[src/rtl/cpu_pkg.sv]
// Shared definitions for the CPU control unit and datapath: instruction
// opcodes, ALU operation codes and control FSM states.
package cpu_pkg;

  typedef enum logic [4:0] {
    OP_NOP    = 5'd0,
    OP_LOAD   = 5'd1,
    OP_STORE  = 5'd2,
    OP_MOVE   = 5'd3,
    OP_ADD    = 5'd4,
    OP_SUB    = 5'd5,
    OP_AND    = 5'd6,
    OP_OR     = 5'd7,
    OP_BRANCH = 5'd8,
    OP_BZERO  = 5'd9,
    OP_BNZERO = 5'd10,
    OP_BNEG   = 5'd11,
    OP_BNNEG  = 5'd12,
    OP_BOV    = 5'd13,
    OP_BNOV   = 5'd14,
    OP_BUOV   = 5'd15,
    OP_HALT   = 5'd31
  } opcode_e;

  typedef enum logic [1:0] {
    ALU_ADD = 2'b00,
    ALU_SUB = 2'b01,
    ALU_AND = 2'b10,
    ALU_OR  = 2'b11
  } alu_op_e;

  typedef enum logic [3:0] {
    S_FETCH    = 4'd0,
    S_LOAD_IR  = 4'd1,
    S_DECODE   = 4'd2,
    S_LOAD_1   = 4'd3,
    S_LOAD_2   = 4'd4,
    S_STORE_1  = 4'd5,
    S_ALU_EXEC = 4'd6,
    S_BRANCH   = 4'd7,
    S_HALT     = 4'd8
  } state_e;

endpackage

[src/rtl/control_unit.sv]
// Multi-cycle CPU control unit: Moore FSM sequencing fetch, decode and
// execute, plus a 2-bit register that captures the ALU operation in DECODE.
module control_unit
  import cpu_pkg::*;
(
  input  logic       clk,
  input  logic       rst,
  input  logic [4:0] decoded_instruction,
  input  logic       zero,
  input  logic       neg,
  input  logic       unsigned_overflow,
  input  logic       signed_overflow,
  output logic       branch,
  output logic       pc_enable,
  output logic       ir_enable,
  output logic       addr_sel,
  output logic       c_sel,
  output logic       write_reg_enable,
  output logic [1:0] operation,
  output logic       ram_write_enable,
  output logic       halt
);

  state_e  state, state_d;
  alu_op_e op_q, op_d;

  // State and operation registers; reset returns to FETCH at once.
  // NOTE: sequential state uses non-blocking (<=) so every register samples
  // pre-edge values regardless of block ordering.
  always_ff @(posedge clk or posedge rst) begin
    if (rst) begin
      state <= S_FETCH;
      op_q  <= ALU_ADD;
    end else begin
      state <= state_d;
      op_q  <= op_d;
    end
  end

  // Next-state decode and Moore outputs from the current state.
  // NOTE: every signal gets a default first so no path leaves one unassigned,
  // which would infer a latch.
  always_comb begin
    state_d          = state;
    op_d             = op_q;
    branch           = 1'b0;
    pc_enable        = 1'b0;
    ir_enable        = 1'b0;
    addr_sel         = 1'b0;
    c_sel            = 1'b0;
    write_reg_enable = 1'b0;
    operation        = 2'b00;
    ram_write_enable = 1'b0;
    halt             = 1'b0;

    case (state)
      S_FETCH: begin
        // RAM reads at PC; the word arrives for LOAD_IR.
        state_d = S_LOAD_IR;
      end
      S_LOAD_IR: begin
        ir_enable = 1'b1;
        pc_enable = 1'b1;
        state_d   = S_DECODE;
      end
      S_DECODE: begin
        state_d = S_FETCH;
        case (opcode_e'(decoded_instruction))
          OP_LOAD:   state_d = S_LOAD_1;
          OP_STORE:  state_d = S_STORE_1;
          OP_ADD:    begin state_d = S_ALU_EXEC; op_d = ALU_ADD; end
          OP_SUB:    begin state_d = S_ALU_EXEC; op_d = ALU_SUB; end
          OP_AND:    begin state_d = S_ALU_EXEC; op_d = ALU_AND; end
          OP_OR:     begin state_d = S_ALU_EXEC; op_d = ALU_OR;  end
          // MOVE is carried out by the ALU as an OR.
          OP_MOVE:   begin state_d = S_ALU_EXEC; op_d = ALU_OR;  end
          OP_BRANCH: state_d = S_BRANCH;
          OP_BZERO:  if (zero)               state_d = S_BRANCH;
          OP_BNZERO: if (!zero)              state_d = S_BRANCH;
          OP_BNEG:   if (neg)                state_d = S_BRANCH;
          OP_BNNEG:  if (!neg)               state_d = S_BRANCH;
          OP_BOV:    if (signed_overflow)    state_d = S_BRANCH;
          OP_BNOV:   if (!signed_overflow)   state_d = S_BRANCH;
          OP_BUOV:   if (unsigned_overflow)  state_d = S_BRANCH;
          OP_HALT:   state_d = S_HALT;
          default:   state_d = S_FETCH;
        endcase
      end
      S_LOAD_1: begin
        addr_sel = 1'b1;
        state_d  = S_LOAD_2;
      end
      S_LOAD_2: begin
        addr_sel         = 1'b1;
        c_sel            = 1'b0;
        write_reg_enable = 1'b1;
        state_d          = S_FETCH;
      end
      S_STORE_1: begin
        addr_sel         = 1'b1;
        ram_write_enable = 1'b1;
        state_d          = S_FETCH;
      end
      S_ALU_EXEC: begin
        c_sel            = 1'b1;
        write_reg_enable = 1'b1;
        operation        = op_q;
        state_d          = S_FETCH;
      end
      S_BRANCH: begin
        branch    = 1'b1;
        pc_enable = 1'b1;
        addr_sel  = 1'b1;
        state_d   = S_FETCH;
      end
      S_HALT: begin
        halt    = 1'b1;
        state_d = S_HALT;
      end
      default: state_d = S_FETCH;
    endcase
  end

endmodule
[config.mk]
export PLATFORM = sky130hd
export DESIGN_NAME = control_unit
export DESIGN_NICKNAME = d
export VERILOG_FILES = /design/src/rtl/cpu_pkg.sv /design/src/rtl/control_unit.sv
export SDC_FILE = /design/constraint.sdc
export NUM_CORES = 1
export LEC_CHECK = 0
export CAP_MARGIN = 15
export CORE_AREA = 2 2 39 41
export DETAILED_ROUTE_END_ITERATION = 8
export DIE_AREA = 0 0 41 43
export PLACE_DENSITY_LB_ADDON = 0.12
export SLEW_MARGIN = 20
export SYNTH_ARGS = -nofsm -noshare
export SYNTH_HDL_FRONTEND = slang
export SYNTH_SLANG_ARGS = --single-unit
[constraint.sdc]
create_clock -name clk -period 5.5 [get_ports clk]
set_clock_uncertainty 0.2 [all_clocks]
set_input_delay 1.1 -clock clk [delete_from_list [all_inputs] [get_ports clk]]
set_output_delay 1.1 -clock clk [all_outputs]
set_load 0.005 [all_outputs]
==> run summary, run 1 <==
Static Leak = 0.000301 µW
CP Launch Type = flip-flop
Ys Warns = 0
Gate power share = 0.519
status = finished, final reports clean
R2R cell count = 4
Worst Hold Class = reg -> reg
RR Startpoint = state[0]
Avg Cell Area, Syn = 8.17 µm²
CTS sink count = 6
net switching power = 90.6 µW
post-place instance area = 771 µm²
Global Route Usage Sum = 0.165
DIE HEIGHT = 43 µm
headroom to the max-slew limit = 0.680
Setup TNS = 0 ns
fin area = 793 µm²
vias in the first global route = 488
post-CTS sizing = 0
Post-Synth Simple-Gate Area = 0.344
Sw Ratio = 0.364
Worst-path clk slew = 0.04 ns
Avg WL per Cell = 11.8 µm
die area = 1760 µm²
TritonCTS clock tree = yes
fmax = 318 MHz
top_reg_cell synth = dfrtp_1
Synth Area in Compound Gates = 0.298
post-layout minimum cycle time = 3.15 ns
Post-synth EDFFs = 0
H-tree depth = 1
PwrDens = 314 nW/µm²
Critical Path Sink Type = primary output
final-report hold violation count = 0
Post-layout nets = 102
async set-or-reset flop fraction in the synthesized netlist = 1.00
# rows = 14
number of DRC markers in iteration 0 = 15
RSZ-0062 raised after global routing = false
r2r endpoint = op_q[0]
Post-Route WL = 1240 µm
Synth Area in Adders = 0
initial antenna violation count = 0
internal power = 159 µW
flops & latches, synth = 6
CTS Buf Count = 3
Netlist cell types = 40
share of cells above drive strength 1 = 0.135
hold endpoint = op_q[1]
period utilization = 0.572
post-synthesis xor/xnor area fraction = 0.0153
mux cell area share after synthesis = 0.0175
via count = 577
# DRC = 0
worst-margin pin slew = 0.469 ns
first-pass GRT wire length = 2020 µm
crit path kind = reg -> out
hold wc startpoint = op_q[1]
Syn Nets = 81
main combinational cell family by area after synthesis = simple AND/OR/NAND/NOR gates
WP data arrival = 1.85 ns
Final Power = 249 µW
Antenna Cells = 0
drt first pass iters = 4
largest net degree at the start of global routing = 14
fillers = 135
worst vdd ir = 0.0000953 V
Setup Fix Bufs, Post-CTS = 0
gr ovfl total = 0
routed vias/inst = 5.50
Sequential Power Share = 0.324
CTS Buffer Depth = 2
DIE WIDTH = 41 µm
clock network fraction of total power = 0.158
Worst-Skew Late Latency = 0.24 ns
HPWL Detailed = 990 µm
core footprint = 1380 µm²
highest fanout seen on the critical path = 6
Port Buffers = 20
sequential-to-total area share from yosys stat = 0.263
initial core utilization = 0.413
max-cap viol count = 0
cells after synthesis = 70
gp weighted congestion = 0.733
ANT nets after route = 0
CTS root buf = clkbuf_4
final setup fails = 0
hold path depth = 1
num ports = 21
CP required = 4.20 ns
Area growth, synth to finish = 38.7%
Hold Buf Count CTS = 0
Cell Area, Synth = 572 µm²
Slew Viols, Final = 0
FF-to-FF setup slack = 3.63 ns
==> final cells by class <==
cell class	count	area, µm²	area share
clock buffers	3	22.5	0.0284
inverters	4	15.0	0.0189
multi-input cells	56	385	0.486
flip-flops and latches	6	150	0.189
well taps	16	20.0	0.0252
repair buffers	20	200	0.252
==> critical path: stages, from the launching register on <==
cell,delay (ns)
dfrtp_1,0.42
nand2b_1,0.22
nor3_1,0.30
and2_1,0.17
clkdlybuf4s50_1,0.49
==> stage by stage <==
stage,cells,utilization,worst slack [ns],hold WS (ns)
final,105,0.573,2.35,0.295
after global routing,105,0.573,2.22,0.314
after CTS,105,0.573,2.33,0.296
after detailed placement,102,0.557,2.28,0.287
after global placement,102,0.557,2.42,0.290
after floorplan,70,-,3.11,0.258
==> worst max path at each step <==
stage                           startpoint      endpoint  slack (ns)  cells past startpoint
floorplan           decoded_instruction[1]      state[2]        3.11                      4
global placement    decoded_instruction[2]      state[2]        2.42                      5
detailed placement  decoded_instruction[2]      state[2]        2.28                      5
CTS                               state[3]  operation[0]        2.33                      4
global route                      state[3]  operation[0]        2.22                      4
finish                            state[3]  operation[0]        2.35                      4
==> per-layer routing <==
layer / GRT usage / part of all wire / up-vias
li1: - / - / 302
met1: 0.229 / 0.46 / 256
met2: 0.247 / 0.49 / 17
met3: 0.0157 / 0.032 / 2
met4: 0.0800 / 0.014 / 0
met5: 0 / 0 / -
==> registers in the layout, summed over array words and instances (netlist names) <==
signal,cells
op_q,2
state,4
==> logic make-up (layout without fill, tap and decap cells) <==
| group | count (synthesis) | count (layout) |
|---|---|---|
| simple gates | 32 | 32 |
| xor+xnor | 1 | 1 |
| mux | 1 | 1 |
| compound gates | 22 | 22 |
| flops | 6 | 6 |
| buf+inv | 8 | 27 |
==> power groups by stage <==
stage	Clock (µW)	Sequential, µW	Combinational [µW]
floorplan	0	75.6	80.3
global placement	0	79.9	129
detailed placement	0	81.3	130
CTS	41.2	80.4	131
global route	42.6	82.9	142
finish	39.3	80.6	129
==> cells in the final DEF (no fill, tap or decap), types with 2 or more instances in the layout <==
cell type,instances
nor2_1,8
a21oi_1,4
nand3_1,2
clkbuf_4,3
and2_1,2
nand4bb_1,2
dfrtp_1,6
a211oi_1,2
clkdlybuf4s50_1,20
or2_2,2
inv_1,3
nand2_1,6
o21ai_0,3
==> synthesized netlist by cell type (2+ instances only) <==
cell type | n | area (µm²)
nor2_1 | 8 | 30.0
dfrtp_1 | 6 | 150
nand2_1 | 6 | 22.5
a21oi_1 | 4 | 20.0
inv_1 | 3 | 11.3
o21ai_0 | 3 | 15.0
a211oi_1 | 2 | 15.0
and2_1 | 2 | 12.5
buf_2 | 2 | 10.0
nand3_1 | 2 | 10.0
nand4bb_1 | 2 | 22.5
or2_2 | 2 | 12.5
Note: power is estimated with default switching activity, not from simulation.
==> run 2: changes to the inputs <==
CORE_AREA = unset   (was 2 2 39 41)
CORE_MARGIN = 2   (was unset)
CORE_UTILIZATION = 38   (was unset)
DIE_AREA = unset   (was 0 0 41 43)
clock period = 2.78 ns   (was 5.5 ns; I/O delays follow)
==> run 2 against run 1 <==
First-iteration DRC count is 33% lower; critical endpoint unchanged; highest routed layer unchanged; largest cell class unchanged; worst hold slack got worse by 0.0024 ns; sequential power up 99%.
==> run summary, run 2 (same netlist as run 1, synthesis figures left out) <==
CP Launch Type = flip-flop (unchanged)
Avg WL per Cell = 11.4 µm (was 11.8 µm)
post-place instance area = 777 µm² (was 771 µm²)
Global Route Usage Sum = 0.138 (was 0.165)
Area growth, synth to finish = 39.8% (was 38.7%)
Sequential Power Share = 0.326 (was 0.324)
Post-Route WL = 1200 µm (was 1240 µm)
final core utilization = 0.592 (was 0.573)
Worst-Skew Late Latency = 0.24 ns (about the same)
hold endpoint = op_q[0] (was op_q[1])
register name with the most flops = state (unchanged)
CTS sink count = 6 (unchanged)
via count = 583 (was 577)
# rows = 13 (was 14)
initial core utilization = 0.424 (was 0.413)
Reg area = 150 µm² (unchanged)
Setup Fix Bufs, Post-CTS = 0 (unchanged)
Worst-path clk slew = 0.04 ns (about the same)
hold wc startpoint = op_q[0] (was op_q[1])
TritonCTS clock tree = yes (unchanged)
final-report hold violation count = 0 (unchanged)
Slew Viols, Final = 0 (unchanged)
Setup TNS = 0 ns (unchanged)
Worst Hold Class = reg -> reg (unchanged)
Static Leak = 0.000306 µW (was 0.000301 µW)
ANT nets after route = 0 (unchanged)
CP required = 2.02 ns (was 4.20 ns)
RSZ-0062 raised after global routing = false (unchanged)
num ports = 21 (unchanged)
period utilization = 0.909
max reg flops = 4 (unchanged)
Sw Ratio = 0.361 (was 0.364)
Antenna Cells = 0 (unchanged)
initial antenna violation count = 0 (unchanged)
final setup fails = 0 (unchanged)
core footprint = 1350 µm² (was 1380 µm²)
PwrDens = 615 nW/µm² (was 314 nW/µm²)
highest fanout seen on the critical path = 6 (unchanged)
drt first pass iters = 3 (was 4)
first-pass GRT wire length = 1930 µm (was 2020 µm)
headroom to the max-slew limit = 0.709 (was 0.680)
CTS root buf = clkbuf_4 (unchanged)
fin area = 800 µm² (was 793 µm²)
RR Startpoint = state[0] (unchanged)
die area = 1830 µm² (was 1760 µm²)
# DRC = 0 (unchanged)
DIE WIDTH = 42.8 µm (was 41 µm)
cells along the critical path = nand2b_1 -> nor3_1 -> and2_1 -> clkdlybuf4s50_1 (unchanged)
FF-to-FF setup slack = 0.94 ns (was 3.63 ns)
Gate power share = 0.520 (was 0.519)
number of DRC markers in iteration 0 = 10 (was 15)
gr ovfl total = 0 (unchanged)
Crit. Startpoint = state[3] (unchanged)
worst-margin pin slew = 0.426 ns (was 0.469 ns)
clock network fraction of total power = 0.154 (was 0.158)
H-tree depth = 1 (unchanged)
worst vdd ir = 0.000282 V (was 0.0000953 V)
r2r endpoint = op_q[0] (unchanged)
hold path depth = 1 (unchanged)
share of cells above drive strength 1 = 0.144 (was 0.135)
post-CTS sizing = 0 (unchanged)
R2R cell count = 4 (unchanged)
Hold Buf Count CTS = 0 (unchanged)
net switching power = 178 µW (was 90.6 µW)
status = finished, final reports clean (unchanged)
gp weighted congestion = 0.813 (was 0.733)
max-cap viol count = 0 (unchanged)
DIE HEIGHT = 42.8 µm (was 43 µm)
most frequent cells in the layout = 20 x clkdlybuf4s50_1, 8 x nor2_1, 6 x nand2_1, 6 x dfrtp_1, 4 x a21oi_1 (unchanged)
largest net degree at the start of global routing = 14 (unchanged)
fillers = 138 (was 135)
leading cell type in the layout, fill and taps excluded = clkdlybuf4s50_1 (unchanged)
critical path's slowest cell = clkdlybuf4s50_1 (unchanged)
Crit path largest cell delay = 0.49 ns (about the same)
Multi-input gate area = 385 µm² (unchanged)
fmax = 396 MHz
post-layout minimum cycle time = 2.53 ns
HPWL Detailed = 997 µm (was 990 µm)
crit path kind = reg -> out (unchanged)
Critical Path Sink Type = primary output (unchanged)
routed vias/inst = 5.55 (was 5.50)
CTS Buffer Depth = 2 (unchanged)
Post-layout nets = 103 (was 102)
internal power = 314 µW (was 159 µW)
WP data arrival = 1.77 ns (was 1.85 ns)
vias in the first global route = 484 (was 488)
Port Buffers = 20 (unchanged)
top flop regs = state: 4 flops, op_q: 2 flops (unchanged)
CTS Buf Count = 3 (unchanged)
## run 2: power groups by stage
stage	clock [µW]	combinational, µW	sequential [µW]
after detailed placement	0	256	162
after floorplan	0	159	150
after CTS	79.4	257	162
after global routing	87.6	285	165
after global placement	0	254	158
final	75.9	256	160
## run 2: cell type report
class	count	area share
Clock buffer	3	0.0282
Inverter	4	0.0188
Multi-Input combinational cell	56	0.482
Sequential cell	6	0.188
Tap cell	15	0.0235
Timing Repair Buffer	21	0.260
## run 2: worst max path at each step
stage | endpoint | slack, ns | cells after the start
after floorplan | state[2] | 0.94 | 4
after global placement | state[2] | 0.31 | 5
after detailed placement | state[2] | 0.26 | 5
after CTS | operation[0] | 0.23 | 4
after global routing | operation[0] | 0.05 | 4
final | operation[0] | 0.25 | 4
## run 2: critical path, delay by kind of cell, from the launching register on
kind                   cells  cell delay, ns
AND/OR/NAND/NOR            3            0.62
buffers and inverters      1            0.49
flip-flops                 1            0.42
## run 2: per-layer routing
| metal | global-route usage | vias to the layer above | wire length [µm] |
|---|---|---|---|
| met5 | 0 | - | 0 |
| met4 | 0.0938 | 0 | 14 |
| met3 | 0.0128 | 2 | 56 |
| met2 | 0.227 | 19 | 601 |
| met1 | 0.166 | 258 | 522 |
| li1 | - | 304 | - |
## run 2: through the flow
stage / setup WS, ns / hold WS [ns] / std cells / power [µW]
final: 0.254 / 0.293 / 105 / 492
after detailed placement: 0.259 / 0.292 / 102 / 418
after floorplan: 0.937 / 0.147 / 70 / 309
after CTS: 0.229 / 0.301 / 105 / 498
after global routing: 0.0533 / 0.309 / 105 / 537
after global placement: 0.314 / 0.288 / 102 / 412
